## src/rtl/bcd_scan_decoder_if.sv

```systemverilog
// Handshake bundle between the digit datapath and the scanned display decoder.
// The master drives the frame and scan controls; the slave returns the display drive.
interface bcd_scan_decoder_if #(
  parameter int NDIG = 4
);
  logic              en;
  logic              load;
  logic [4*NDIG-1:0] bcd_in;
  logic [NDIG-1:0]   dig_sel;
  logic [9:0]        dec_out;
  logic [NDIG-1:0]   digit_err;
  logic              frame_done;

  modport master (
    output en, load, bcd_in,
    input  dig_sel, dec_out, digit_err, frame_done
  );

  modport slave (
    input  en, load, bcd_in,
    output dig_sel, dec_out, digit_err, frame_done
  );
endinterface

```

## src/rtl/bcd_scan_decoder.sv

```systemverilog
// Time-multiplexed BCD-to-decimal decoder for an NDIG-digit scanned display.
// Double-buffered frame: a load mid-frame waits for the frame wrap so digits never tear.
module bcd_scan_decoder #(
  parameter int NDIG     = 4,
  parameter int SCAN_DIV = 16
) (
  input logic               clk,
  input logic               rst_n,
  bcd_scan_decoder_if.slave bus
);

  localparam int DIV_W = (SCAN_DIV > 1) ? $clog2(SCAN_DIV) : 1;
  localparam int IDX_W = (NDIG > 1) ? $clog2(NDIG) : 1;

  typedef enum logic {IDLE, SCAN} state_t;

  state_t            state, nxt_state;
  logic [4*NDIG-1:0] disp_reg, nxt_disp;
  logic [4*NDIG-1:0] pend_reg, nxt_pend;
  logic              pend_valid, nxt_pend_valid;
  logic [DIV_W-1:0]  div_cnt, nxt_div;
  logic [IDX_W-1:0]  dig_idx, nxt_idx;
  logic              nxt_done;
  logic              dig_wrap, frame_wrap;

  logic [NDIG-1:0]   dig_sel_q, sel_n;
  logic [9:0]        dec_out_q;
  logic [NDIG-1:0]   digit_err_q;
  logic              frame_done_q;

  function automatic logic [3:0] digit_of(input logic [4*NDIG-1:0] frame,
                                          input logic [IDX_W-1:0]  idx);
    digit_of = frame[4*idx +: 4];
  endfunction

  function automatic logic [9:0] bcd_decode(input logic [3:0] d);
    bcd_decode = (d <= 4'd9) ? (10'd1 << d) : 10'd0;
  endfunction

  function automatic logic [NDIG-1:0] digit_flags(input logic [4*NDIG-1:0] frame);
    digit_flags = '0;
    for (int i = 0; i < NDIG; i++) begin
      digit_flags[i] = (frame[4*i +: 4] > 4'd9);
    end
  endfunction

  assign dig_wrap   = (div_cnt == DIV_W'(SCAN_DIV - 1));
  assign frame_wrap = dig_wrap && (dig_idx == IDX_W'(NDIG - 1));

  always_comb begin
    nxt_state      = state;
    nxt_disp       = disp_reg;
    nxt_pend       = pend_reg;
    nxt_pend_valid = pend_valid;
    nxt_div        = div_cnt;
    nxt_idx        = dig_idx;
    nxt_done       = 1'b0;
    case (state)
      IDLE: begin
        if (bus.load) begin
          nxt_disp       = bus.bcd_in;
          nxt_pend_valid = 1'b0;
        end
        if (bus.en) begin
          nxt_state = SCAN;
          nxt_div   = '0;
          nxt_idx   = '0;
        end
      end
      SCAN: begin
        if (!bus.en) begin
          // Frame buffers survive a pause; only the scan position restarts.
          nxt_state = IDLE;
          nxt_div   = '0;
          nxt_idx   = '0;
          if (bus.load) begin
            nxt_pend       = bus.bcd_in;
            nxt_pend_valid = 1'b1;
          end
        end else begin
          if (dig_wrap) begin
            nxt_div = '0;
            nxt_idx = frame_wrap ? '0 : dig_idx + IDX_W'(1);
          end else begin
            nxt_div = div_cnt + DIV_W'(1);
          end
          if (frame_wrap) begin
            nxt_done = 1'b1;
            if (pend_valid) begin
              nxt_disp       = pend_reg;
              nxt_pend_valid = 1'b0;
            end
          end
          // A load landing on the wrap bypasses the pending buffer and wins over it.
          if (bus.load) begin
            if (frame_wrap) begin
              nxt_disp       = bus.bcd_in;
              nxt_pend_valid = 1'b0;
            end else begin
              nxt_pend       = bus.bcd_in;
              nxt_pend_valid = 1'b1;
            end
          end
        end
      end
      default: nxt_state = IDLE;
    endcase
  end

  always_comb begin
    sel_n = '0;
    if (nxt_state == SCAN) sel_n[nxt_idx] = 1'b1;
  end

  // Outputs are registered from next-state values so they line up with the state they describe.
  always_ff @(posedge clk or negedge rst_n) begin
    if (!rst_n) begin
      state        <= IDLE;
      disp_reg     <= '0;
      pend_reg     <= '0;
      pend_valid   <= 1'b0;
      div_cnt      <= '0;
      dig_idx      <= '0;
      dig_sel_q    <= '0;
      dec_out_q    <= '0;
      digit_err_q  <= '0;
      frame_done_q <= 1'b0;
    end else begin
      state        <= nxt_state;
      disp_reg     <= nxt_disp;
      pend_reg     <= nxt_pend;
      pend_valid   <= nxt_pend_valid;
      div_cnt      <= nxt_div;
      dig_idx      <= nxt_idx;
      dig_sel_q    <= sel_n;
      dec_out_q    <= (nxt_state == SCAN) ? bcd_decode(digit_of(nxt_disp, nxt_idx)) : 10'd0;
      digit_err_q  <= digit_flags(nxt_disp);
      frame_done_q <= nxt_done;
    end
  end

  assign bus.dig_sel    = dig_sel_q;
  assign bus.dec_out    = dec_out_q;
  assign bus.digit_err  = digit_err_q;
  assign bus.frame_done = frame_done_q;

endmodule

```

## src/flat_wrapper.sv

```systemverilog
// flat-port wrapper written by rule: the top's interface ports become plain ports
module bcd_scan_decoder_flat 
#(
  parameter int NDIG     = 4,
  parameter int SCAN_DIV = 16
)
  (clk, rst_n, bus_en, bus_load, bus_bcd_in, bus_dig_sel, bus_dec_out, bus_digit_err, bus_frame_done);
  bcd_scan_decoder_if #(.NDIG(NDIG)) bus_i ();
  input logic clk;
  input logic rst_n;
  input wire logic [$bits(bus_i.en)-1:0] bus_en;
  input wire logic [$bits(bus_i.load)-1:0] bus_load;
  input wire logic [$bits(bus_i.bcd_in)-1:0] bus_bcd_in;
  output wire logic [$bits(bus_i.dig_sel)-1:0] bus_dig_sel;
  output wire logic [$bits(bus_i.dec_out)-1:0] bus_dec_out;
  output wire logic [$bits(bus_i.digit_err)-1:0] bus_digit_err;
  output wire logic [$bits(bus_i.frame_done)-1:0] bus_frame_done;
  assign bus_i.en = bus_en;
  assign bus_i.load = bus_load;
  assign bus_i.bcd_in = bus_bcd_in;
  assign bus_dig_sel = bus_i.dig_sel;
  assign bus_dec_out = bus_i.dec_out;
  assign bus_digit_err = bus_i.digit_err;
  assign bus_frame_done = bus_i.frame_done;
  bcd_scan_decoder #(.NDIG(NDIG), .SCAN_DIV(SCAN_DIV)) u_core (.clk(clk), .rst_n(rst_n), .bus(bus_i));
endmodule
```

## config.mk

```make
export PLATFORM = sky130hd
export DESIGN_NAME = bcd_scan_decoder_flat
export DESIGN_NICKNAME = d
export VERILOG_FILES = /design/src/rtl/bcd_scan_decoder_if.sv /design/src/rtl/bcd_scan_decoder.sv /design/src/flat_wrapper.sv
export SDC_FILE = /design/constraint.sdc
export NUM_CORES = 1
export LEC_CHECK = 0
export ABC_AREA = 1
export BUFFER_PORTS_ARGS = -buffer_cell sky130_fd_sc_hd__buf_2
export CORE_ASPECT_RATIO = 2
export CORE_MARGIN = 2
export CORE_UTILIZATION = 50
export DETAILED_ROUTE_END_ITERATION = 10
export PLACE_DENSITY = 0.73
export SYNTH_ARGS = -nofsm -noshare
export SYNTH_HDL_FRONTEND = slang
export SYNTH_SLANG_ARGS = --single-unit
```

## constraint.sdc

```tcl
create_clock -name clk -period 1.7 [get_ports clk]
set_input_delay 0.51 -clock clk [delete_from_list [all_inputs] [get_ports clk]]
set_output_delay 0.51 -clock clk [all_outputs]
set_load 0.005 [all_outputs]
```

Yosys cells after proc, flatten, opt, wreduce, memory -nomap -nowiden
Index checks and enable logic that the tools add are counted.
{ "word_totals": {"regBits": 59} }
{ "classes": {"addsub": 2, "n_lt_le_gt_ge": 7, "eq_ne": 7, "shift": 2, "n_mux": 36, "bitwise": 1, "n_reduce_logical": 4} }
{ "ops": {"columns": ["operator", "count"], "rows": [
  ["16-bit 2-to-1 mux", 10],
  ["16-bit one-hot mux with 2 select lines", 1],
  ["10-bit 2-to-1 mux", 2],
  ["4-bit greater-than comparator (second input constant)", 4],
  ["4-bit 2-to-1 mux", 4],
  ["16-bit by 5-bit indexed part select with 4-bit output", 1],
  ["1-bit 2-to-1 mux", 11],
  ["1-bit by 4-bit << shifter with 10-bit output (first input constant)", 1],
  ["2-bit 2-to-1 mux", 4],
  ["4-bit one-hot mux with 2 select lines", 1],
  ["2-bit inequality test (second input constant)", 3],
  ["3-bit inequality test (second input constant)", 2],
  ["3-bit AND reduction", 2],
  ["4-bit by 1-bit adder with 4-bit output (second input constant)", 1],
  ["4-bit equality test (second input constant)", 1],
  ["4-bit less-or-equal comparator (second input constant)", 1],
  ["2-bit one-hot mux with 2 select lines", 1],
  ["2-bit by 3-bit less-than comparator with 1-bit output (second input constant)", 1],
  ["2-bit by 1-bit adder with 2-bit output (second input constant)", 1],
  ["1-bit demux with 2-bit select", 1],
  ["2-bit equality test (second input constant)", 1],
  ["2-bit by 1-bit greater-or-equal comparator with 1-bit output (second input constant)", 1],
  ["1-bit logical AND", 2],
  ["1-bit one-hot mux with 2 select lines", 1],
  ["1-bit inverter", 1]
]} }

Depth between registers and ports, before layout
Gate-level depths: netlist (run 1).
{ "logic_depth": {"depth_word": 11, "mapped_depth": 15, "depth_no_buf": 14} }

Worst setup path before layout (run 1)
Ideal clock, no wire load.
{ "synth_path": {"kind": "in2reg", "start": "in bus_en", "end": "reg u_core.dec_out_q[4], in the netlist u_core.bus.dec_out[4]", "setup_ns": 0.119, "arrival_ns": 1.652, "required_ns": 1.581, "setup_slack_ns": -0.072, "cell_stages": 15, "path_cell_list": "buf_4 > nand2_2 > inv_2 > nand2_2 > nand2_2 > nand2_2 > nand2_4 > nand2_1 > inv_2 > nand2_1 > nand2_1 > nor2_1 > inv_2 > nand2_1 > nor2_1"} }
{ "synth_via": {"elab_chain_len": 6} }
{ "synth_rtl": {"columns": ["item", "line", "source"], "rows": [
  ["start: declaration", "flat_wrapper.sv:11", "input wire logic [$bits(bus_i.en)-1:0] bus_en;"],
  ["2-bit 2-to-1 mux (on tied branches)", "bcd_scan_decoder.sv:71, bcd_scan_decoder.sv:64", null],
  ["2-bit one-hot mux with 2 select lines *", "bcd_scan_decoder.sv:58", "case (state)"],
  ["via u_core.nxt_idx[0]", "bcd_scan_decoder.sv:22", "logic [IDX_W-1:0] dig_idx, nxt_idx;"],
  ["16-bit by 5-bit indexed part select with 4-bit output *", "bcd_scan_decoder.sv:33", "digit_of = frame[4*idx +: 4];"],
  ["4-bit less-or-equal comparator or 1-bit by 4-bit << shifter with 10-bit output (tied branches)", "bcd_scan_decoder.sv:37", "bcd_decode = (d <= 4'd9) ? (10'd1 << d) : 10'd0;"],
  ["10-bit 2-to-1 mux *", "bcd_scan_decoder.sv:37", null],
  ["10-bit 2-to-1 mux *", "bcd_scan_decoder.sv:136", "dec_out_q <= (nxt_state == SCAN) ? bcd_decode(digit_of(nxt_disp, nxt_idx)) : 10'd0;"],
  ["end signal: assignment", "bcd_scan_decoder.sv:136", null],
  ["end: declaration", "bcd_scan_decoder.sv:27", "logic [9:0] dec_out_q;"]
]} }
Mark *: on every way through the listed nets, which the timed path passes. The rest lies on a longest branch.
A chain may end at the register's enable or synchronous reset.

Worst setup path in the final report (run 1)
{ "layout_path": {"start": "reg u_core.div_cnt[0]", "end": "reg u_core.dec_out_q[8], in the netlist u_core.bus.dec_out[8]"} }
{ "layout_via": {"elab_chain_len": 11} }
{ "layout_rtl": {"columns": ["item", "line", "source"], "rows": [
  ["start: declaration", "bcd_scan_decoder.sv:21", "logic [DIV_W-1:0] div_cnt, nxt_div;"],
  ["start signal: assignment", "bcd_scan_decoder.sv:133", "div_cnt <= nxt_div;"],
  ["4-bit equality test *", "bcd_scan_decoder.sv:47", "assign dig_wrap = (div_cnt == DIV_W'(SCAN_DIV - 1));"],
  ["1-bit logical AND", "bcd_scan_decoder.sv:48", "assign frame_wrap = dig_wrap && (dig_idx == IDX_W'(NDIG - 1));"],
  ["16-bit 2-to-1 mux", "bcd_scan_decoder.sv:87", "if (frame_wrap) begin"],
  ["16-bit 2-to-1 mux", "bcd_scan_decoder.sv:96", "if (frame_wrap) begin"],
  ["16-bit 2-to-1 mux", "bcd_scan_decoder.sv:95", "if (bus.load) begin"],
  ["16-bit 2-to-1 mux", "bcd_scan_decoder.sv:71", "if (!bus.en) begin"],
  ["16-bit one-hot mux with 2 select lines", "bcd_scan_decoder.sv:58", null],
  ["16-bit by 5-bit indexed part select with 4-bit output *", "bcd_scan_decoder.sv:33", null],
  ["4-bit less-or-equal comparator or 1-bit by 4-bit << shifter with 10-bit output (tied branches)", "bcd_scan_decoder.sv:37", null],
  ["10-bit 2-to-1 mux *", "bcd_scan_decoder.sv:37", null],
  ["10-bit 2-to-1 mux *", "bcd_scan_decoder.sv:136", null]
]} }
Every way passes the cells marked *; elsewhere a longest branch is shown, timed or not.

==> impl_metrics.toml, run 1 <==
[critical_path]
worstPathRequired_ns = 1.97
worstPathCellList = "ha_4 -> nand3_4 -> nor2_8 -> buf_4 -> nor2_1 -> nor2_1 -> nand2_1 -> nand2_1 -> nand2_1 -> nand2_1 -> inv_1 -> nand2_4 -> nand3_2 -> nor2_2"
cp_num_buf_inv = 2
crit_path_end_kind = "flop"
crit_type = "reg -> reg"
cp.arrival_ns = 2.27
crit_slowest_cell = "dfrtp_1"
timing.critical_path.slowest_cell_delay_ns = 0.41
cp-start-kind = "flop"
path_max_fanout = 8
crit_family = "simple AND/OR/NAND/NOR gates"
cp_num_cells = 14
cp_common_cell = "nand2_1"
r2r_cells = 14

[synthesis]
syn_nets = 461
yosys.area.top_type_share = 0.4593
yosysSeqAreaShare = 0.4593
synth_flop_cell = "dfrtp_1"
netlist_area_um2 = 3214
synth_top_cell_by_area = "dfrtp_1"
synth-warning-count = 0
synth-edff-count = 0
synth.avg_cell_area_um2 = 7.322
netlist_top_cells_area = "dfrtp_1 (46%), nand2_1 (17%), inv_1 (7.2%)"
syn_inst = 439
synth.most_common_cell = "nand2_1"
ys_ff_latch = 59
synth_commonest_cells = "nand2_1 (143), inv_1 (62), dfrtp_1 (59), nor2_1 (54), o21ai_0 (31)"
synthDistinctLibCells = 29
synthArstFlopShare = 1.000

[clock_network]
clock_path_buffers = 2
cts_buffers = 9
clkTransAtPathRegs_ns = 0.05
root_buffer = "clkbuf_16"
htree_levels = 3
clock_sinks = 59
tritoncts = "yes"
clock_latency_ns = 0.34

[timing]
finClkSkew_ns = 0.007456
holdWs_ns = 0.1775
worst_slack_ns = -0.2941
grt_setup_unrepaired = "yes"
hold_viol = 0
fmax_mhz = 501.5
slew_headroom = 0.7463
tns_ns = -3.481
drv_slew = 0
period_share = 1.173
worstMarginPinSlew_ns = 0.3802
period_needed_ns = 1.994
setup_violations = 24

[detailed_routing]
drt-vias-per-instance = 4.941
wl_um = 9207
vias = 3162
routedWlPerCell_um = 14.39
drt_iter0_markers = 162
dr.pass1.iters = 4
ant_nets = 0
drc = 0

[power_and_ir_drop]
switching_share = 0.2696
p_switching_mw = 1.168
vdd_drop_max_uv = 580.6
clockPowerShare = 0.440
seq_power_share = 0.371
p_total_mw = 4.334
leakage_nw = 2.481
p_per_area_nw_per_um2 = 915.3
pwr-share-comb = 0.189
p_int_mw = 3.165

[job]
drv_cap = 0

[place]
routabilityCongestion = 0.8208
hpwl_um = 6090
io_buffers = 38

[global_routing]
grt_max_degree = 60
grt_pass1_vias = 3160
antenna_found_initial = 0
track_usage = 0.2619
grt_pass1_wl_um = 13970
grt_remaining_overflow = 0

[die]
start_util = 0.5136
die_h_um = 117.4
dieArea_um2 = 7125
io_pins = 39
core.rowCount = 41
fp.dieW_um = 60.70
core_um2 = 6259

[layout]
diodes = 0
finalNetCount = 571
area_growth_syn_to_layout_pct = 47.29
multi_input_area_um2 = 1778
drive_gt1_frac = 0.4242
fillers = 482
seqCellArea_um2 = 1476

[outcome]
violations = "negative setup slack"
outcome = "finished with violations"

[worst_hold_path]
hold_class = "in -> async"
[cell families after synthesis]
logic type                 Yosys count  synth area share
adders and majority gates            2          0.007784
and+or+nand+nor                    246            0.3336
buffers and inverters               82            0.1051
AOI/OAI and AO/OA                   43           0.07123
DFF                                 59            0.4593
muxes                                5           0.01752
xor gates and xnor gates             2          0.005451
[through the flow]
stage          cell area [um^2]  std cells  utilization  worst slack [ns]
3_3_place_gp               3916        608       0.6258           -0.3237
2_1_floorplan              3241        439            -         0.0005589
3_5_place_dp               3916        608       0.6258           -0.3810
4_1_cts                    4383        629       0.7003           -0.2312
6_report                   4735        640       0.7565           -0.2941
5_1_grt                    4735        640       0.7565           -0.4310
[cell usage in the layout (no fill, tap or decap), drive strengths merged]
cell type,synthesis,final
inv,69,69
bufinv,0,2
nor3,5,5
clkinvlp,0,1
mux2,5,5
dfrtp,59,59
a21oi,5,5
o211ai,2,2
nand3,23,23
or2,2,2
xor2,1,1
clkbuf,3,11
nand2,155,156
xnor2,1,1
clkinv,0,2
ha,2,2
a31oi,4,4
nor2,61,61
o21ai,31,31
buf,10,111
a22o,1,1
[routing by layer]
metal | routed length, um | part of all wire | GRT usage
met1 | 3314 | 0.36 | 0.2778
met2 | 5191 | 0.56 | 0.4556
met3 | 247 | 0.027 | 0.04520
met4 | 453 | 0.049 | 0.1495
met5 | 0 | 0 | 0
[final timing paths]
check	startpoint	endpoint	slack, ns
hold / removal	rst_n	u_core.bus.dig_sel[2]	0.18
setup / recovery	u_core.div_cnt[0]	u_core.bus.dec_out[8]	-0.29
setup reg to reg	u_core.div_cnt[0]	u_core.bus.dec_out[8]	-0.29
hold reg to reg	u_core.pend_reg[12]	u_core.pend_reg[12]	0.49
min in group clk	bus_bcd_in[1]	u_core.pend_reg[1]	0.43
max in group asynchronous	rst_n	u_core.disp_reg[4]	1.25
[layout make-up]
type / count / area share
clock buffer: 11 / 0.04915
clock inverter: 5 / 0.01638
inverter: 69 / 0.05523
multi-input combinational: 299 / 0.3755
sequential: 59 / 0.3118
tap: 86 / 0.02273
timing repair buffer: 111 / 0.1691
[what timing repair did]
item | CTS | global route
hold buffers | 0 | 0
setup buffers | 5 | 10
resized for setup | 31 | 74
endpoints found under the hold margin | 0 | 0
cloned | 1 | 1
endpoints found under the setup margin | 35 | 33
pin swaps | 13 | 42
[power groups by stage]
| stage | logic (mW) | registers [mW] | clock network [mW] |
|---|---|---|---|
| 2_1_floorplan | 0.373 | 1.61 | 0 |
| 3_3_place_gp | 0.625 | 1.62 | 0 |
| 3_5_place_dp | 0.641 | 1.62 | 0 |
| 4_1_cts | 0.694 | 1.60 | 1.92 |
| 5_1_grt | 0.901 | 1.62 | 2.00 |
| 6_report | 0.818 | 1.61 | 1.91 |
Note: power is estimated with default switching activity, not from simulation.
==> run 2, diff against run 1 <==
--- a/config.mk
+++ b/config.mk
@@ -5,7 +5,6 @@
 export SDC_FILE = /design/constraint.sdc
 export NUM_CORES = 1
 export LEC_CHECK = 0
-export ABC_AREA = 1
 export BUFFER_PORTS_ARGS = -buffer_cell sky130_fd_sc_hd__buf_2
 export CORE_ASPECT_RATIO = 2
 export CORE_MARGIN = 2
==> constraint.sdc (replaced) <==
create_clock -name clk -period 1.7 [get_ports clk]
set_input_delay 0.51 -clock clk [delete_from_list [all_inputs] [get_ports clk]]
set_output_delay 0.51 -clock clk [all_outputs]
set_load 0.1 [all_outputs]
==> impl_metrics.toml, run 2 <==
[critical_path]
crit_path_end_kind = "flop"
path_max_fanout = 8
cp-start-kind = "flop"
worstPathRequired_ns = 1.94
timing.critical_path.slowest_cell_delay_ns = 0.61
worstPathCellList = "nand3_4 -> buf_8 -> o211ai_1 -> nand4b_1 -> a22oi_2 -> buf_4 -> mux2i_4 -> nor4b_2"
crit_type = "reg -> reg"
cp.arrival_ns = 2.86
crit_slowest_cell = "dfrtp_1"

[detailed_routing]
drt-vias-per-instance = 6.607
wl_um = 14260
drc = 0
drt_iter0_markers = 407
ant_nets = 0
vias = 3482
dr.pass1.iters = 6
routedWlPerCell_um = 27.07

[die]
io_pins = 39
fp.dieW_um = 61.55
core.rowCount = 42
dieArea_um2 = 7331
start_util = 0.5083
die_h_um = 119.1
core_um2 = 6516

[synthesis]
synth_commonest_cells = "dfrtp_1 (59), nand2_1 (22), mux2_2 (17), nor2_1 (16), buf_2 (15)"
netlist_area_um2 = 3312
yosys.area.top_type_share = 0.4458
synth-edff-count = 0
synth_flop_cell = "dfrtp_1"
synth_top_family_by_area = "simple AND/OR/NAND/NOR gates"
synthAdderAreaFrac = 0.007556
synth_top_cell_by_area = "dfrtp_1"
synth.most_common_cell = "dfrtp_1"
synthSimpleGateAreaFrac = 0.2320
synth-warning-count = 0
synthDistinctLibCells = 58
synth_compound_area_frac = 0.1538
syn_nets = 325
syn_inst = 303
netlist_top_cells_area = "dfrtp_1 (45%), mux2_2 (5.8%), mux2i_1 (3.3%)"
synth_xor_area_frac = 0
synthArstFlopShare = 1.000
synth.mux.area_fraction = 0.1137
ys_ff_latch = 59
synth.avg_cell_area_um2 = 10.93
yosysSeqAreaShare = 0.4458

[global_routing]
grt_pass1_vias = 3521
antenna_found_initial = 0
track_usage = 0.3333
grt_remaining_overflow = 0
grt_pass1_wl_um = 17690
grt_max_degree = 46

[outcome]
violations = "negative setup slack"
outcome = "finished with violations"

[clock_network]
clock_path_buffers = 2
tritoncts = "yes"
root_buffer = "clkbuf_16"
clkTransAtPathRegs_ns = 0.05
cts_hold_buffers = 0
cts_buffers = 9
clock_latency_ns = 0.34
htree_levels = 3
clock_sinks = 59

[timing]
setup_violations = 52
finClkSkew_ns = 0.008653
period_share = 1.538
worst_slack_ns = -0.9154
fmax_mhz = 382.4
grt_setup_unrepaired = "yes"
worstMarginPinSlew_ns = 0.5039
period_needed_ns = 2.615
slew_headroom = 0.6664
hold_viol = 0
holdWs_ns = 0.08634
tns_ns = -19.71
drv_slew = 0

[layout]
final_area_um2 = 5436
seqCellArea_um2 = 1476
final_core_util = 0.8343
area_growth_syn_to_layout_pct = 64.15
finalNetCount = 456
fillers = 337
diodes = 0
layout_common_cells = "buf_4 (69), dfrtp_1 (59), buf_2 (38)"
layout_commonest_cell = "buf_4"
drive_gt1_frac = 0.5877
multi_input_area_um2 = 2332

[place]
hpwl_um = 6643
io_buffers = 38
post-place-ws_ns = -0.9160
post_dp_cell_area_um2 = 4168
routabilityCongestion = 0.8921

[job]
drv_cap = 0

[power_and_ir_drop]
vdd_drop_max_uv = 860.9
leakage_nw = 2.396
p_per_area_nw_per_um2 = 925.9

[worst_hold_path]
hold_class = "in -> async"
==> run 2: cell types whose count changed after synthesis, moves of 9 or more <==
cell / delta
inv_1: -56
nand3_1: -16
nor2_1: -38
mux2i_1: +11
nand2_1: -121
o21a_1: +10
buf_2: +9
mux2_2: +12
nand2_2: -9
o21ai_0: -23
==> run 2: worst max-delay path, delay by kind of cell, from the launching register on <==
family | cells | cell delay, ns
AND/OR/NAND/NOR | 3 | 0.90
flip-flops | 1 | 0.61
AO/OA/AOI/OAI | 2 | 0.48
buffers and inverters | 2 | 0.40
multiplexers | 1 | 0.13
==> run 2: timing repair <==
| item | in CTS | in global routing |
|---|---|---|
| setup endpoints to repair | 43 | 50 |
| pin swaps | 26 | 41 |
| cloned | 4 | 0 |
| buffers inserted | 21 | 17 |
| gates resized for setup | 63 | 58 |
==> run 2: worst paths after layout <==
kind	from	to	slack, ns	cells after the start
worst min-delay path	rst_n	u_core.pend_reg[10]	0.09	1
worst max-delay path	u_core.div_cnt[2]	u_core.bus.dec_out[2]	-0.92	8
worst max register to register	u_core.div_cnt[2]	u_core.bus.dec_out[2]	-0.92	8
min in group clk	bus_bcd_in[10]	u_core.pend_reg[10]	0.44	2
max in group asynchronous	rst_n	u_core.bus.dec_out[3]	1.05	2
worst min register to register	u_core.pend_reg[7]	u_core.pend_reg[7]	0.52	1
==> run 2: kinds of logic after synthesis <==
kind of cell             Yosys count
AND/OR/NAND/NOR                  116
flip-flops                        59
adder cells (fa/ha/maj)            2
buffers and inverters             30
multiplexers                      32
AO/OA/AOI/OAI                     64
==> run 2: per-stage QoR <==
step	total power, mW	cells
finish	5.034	527
global route	5.169	527
CTS	4.810	512
detailed placement	2.694	476
global placement	2.659	476
floorplan	2.339	303
==> run 2: area by class of cell <==
class	count	share of cell area
well taps	88	0.02025
inverters	8	0.009206
clock buffers	10	0.04396
clock inverters	6	0.01634
flip-flops and latches	59	0.2716
repair buffers	139	0.2097
multi-input cells	217	0.4290
==> run 2: layer usage <==
metal / vias up / global-route usage / part of all wire
met5: - / 0 / 0
met4: 0 / 0.2314 / 0.076
met3: 96 / 0.07709 / 0.061
met2: 232 / 0.5434 / 0.53
met1: 1738 / 0.3569 / 0.34
li1: 1416 / - / -
==> run 2: power breakdown <==
group / total [mW] / switching (mW) / internal, mW
Sequential: 1.69 / 0.133 / 1.56
Combinational: 1.35 / 0.794 / 0.560
Clock: 1.99 / 0.671 / 1.32
Total: 5.03 / 1.60 / 3.44
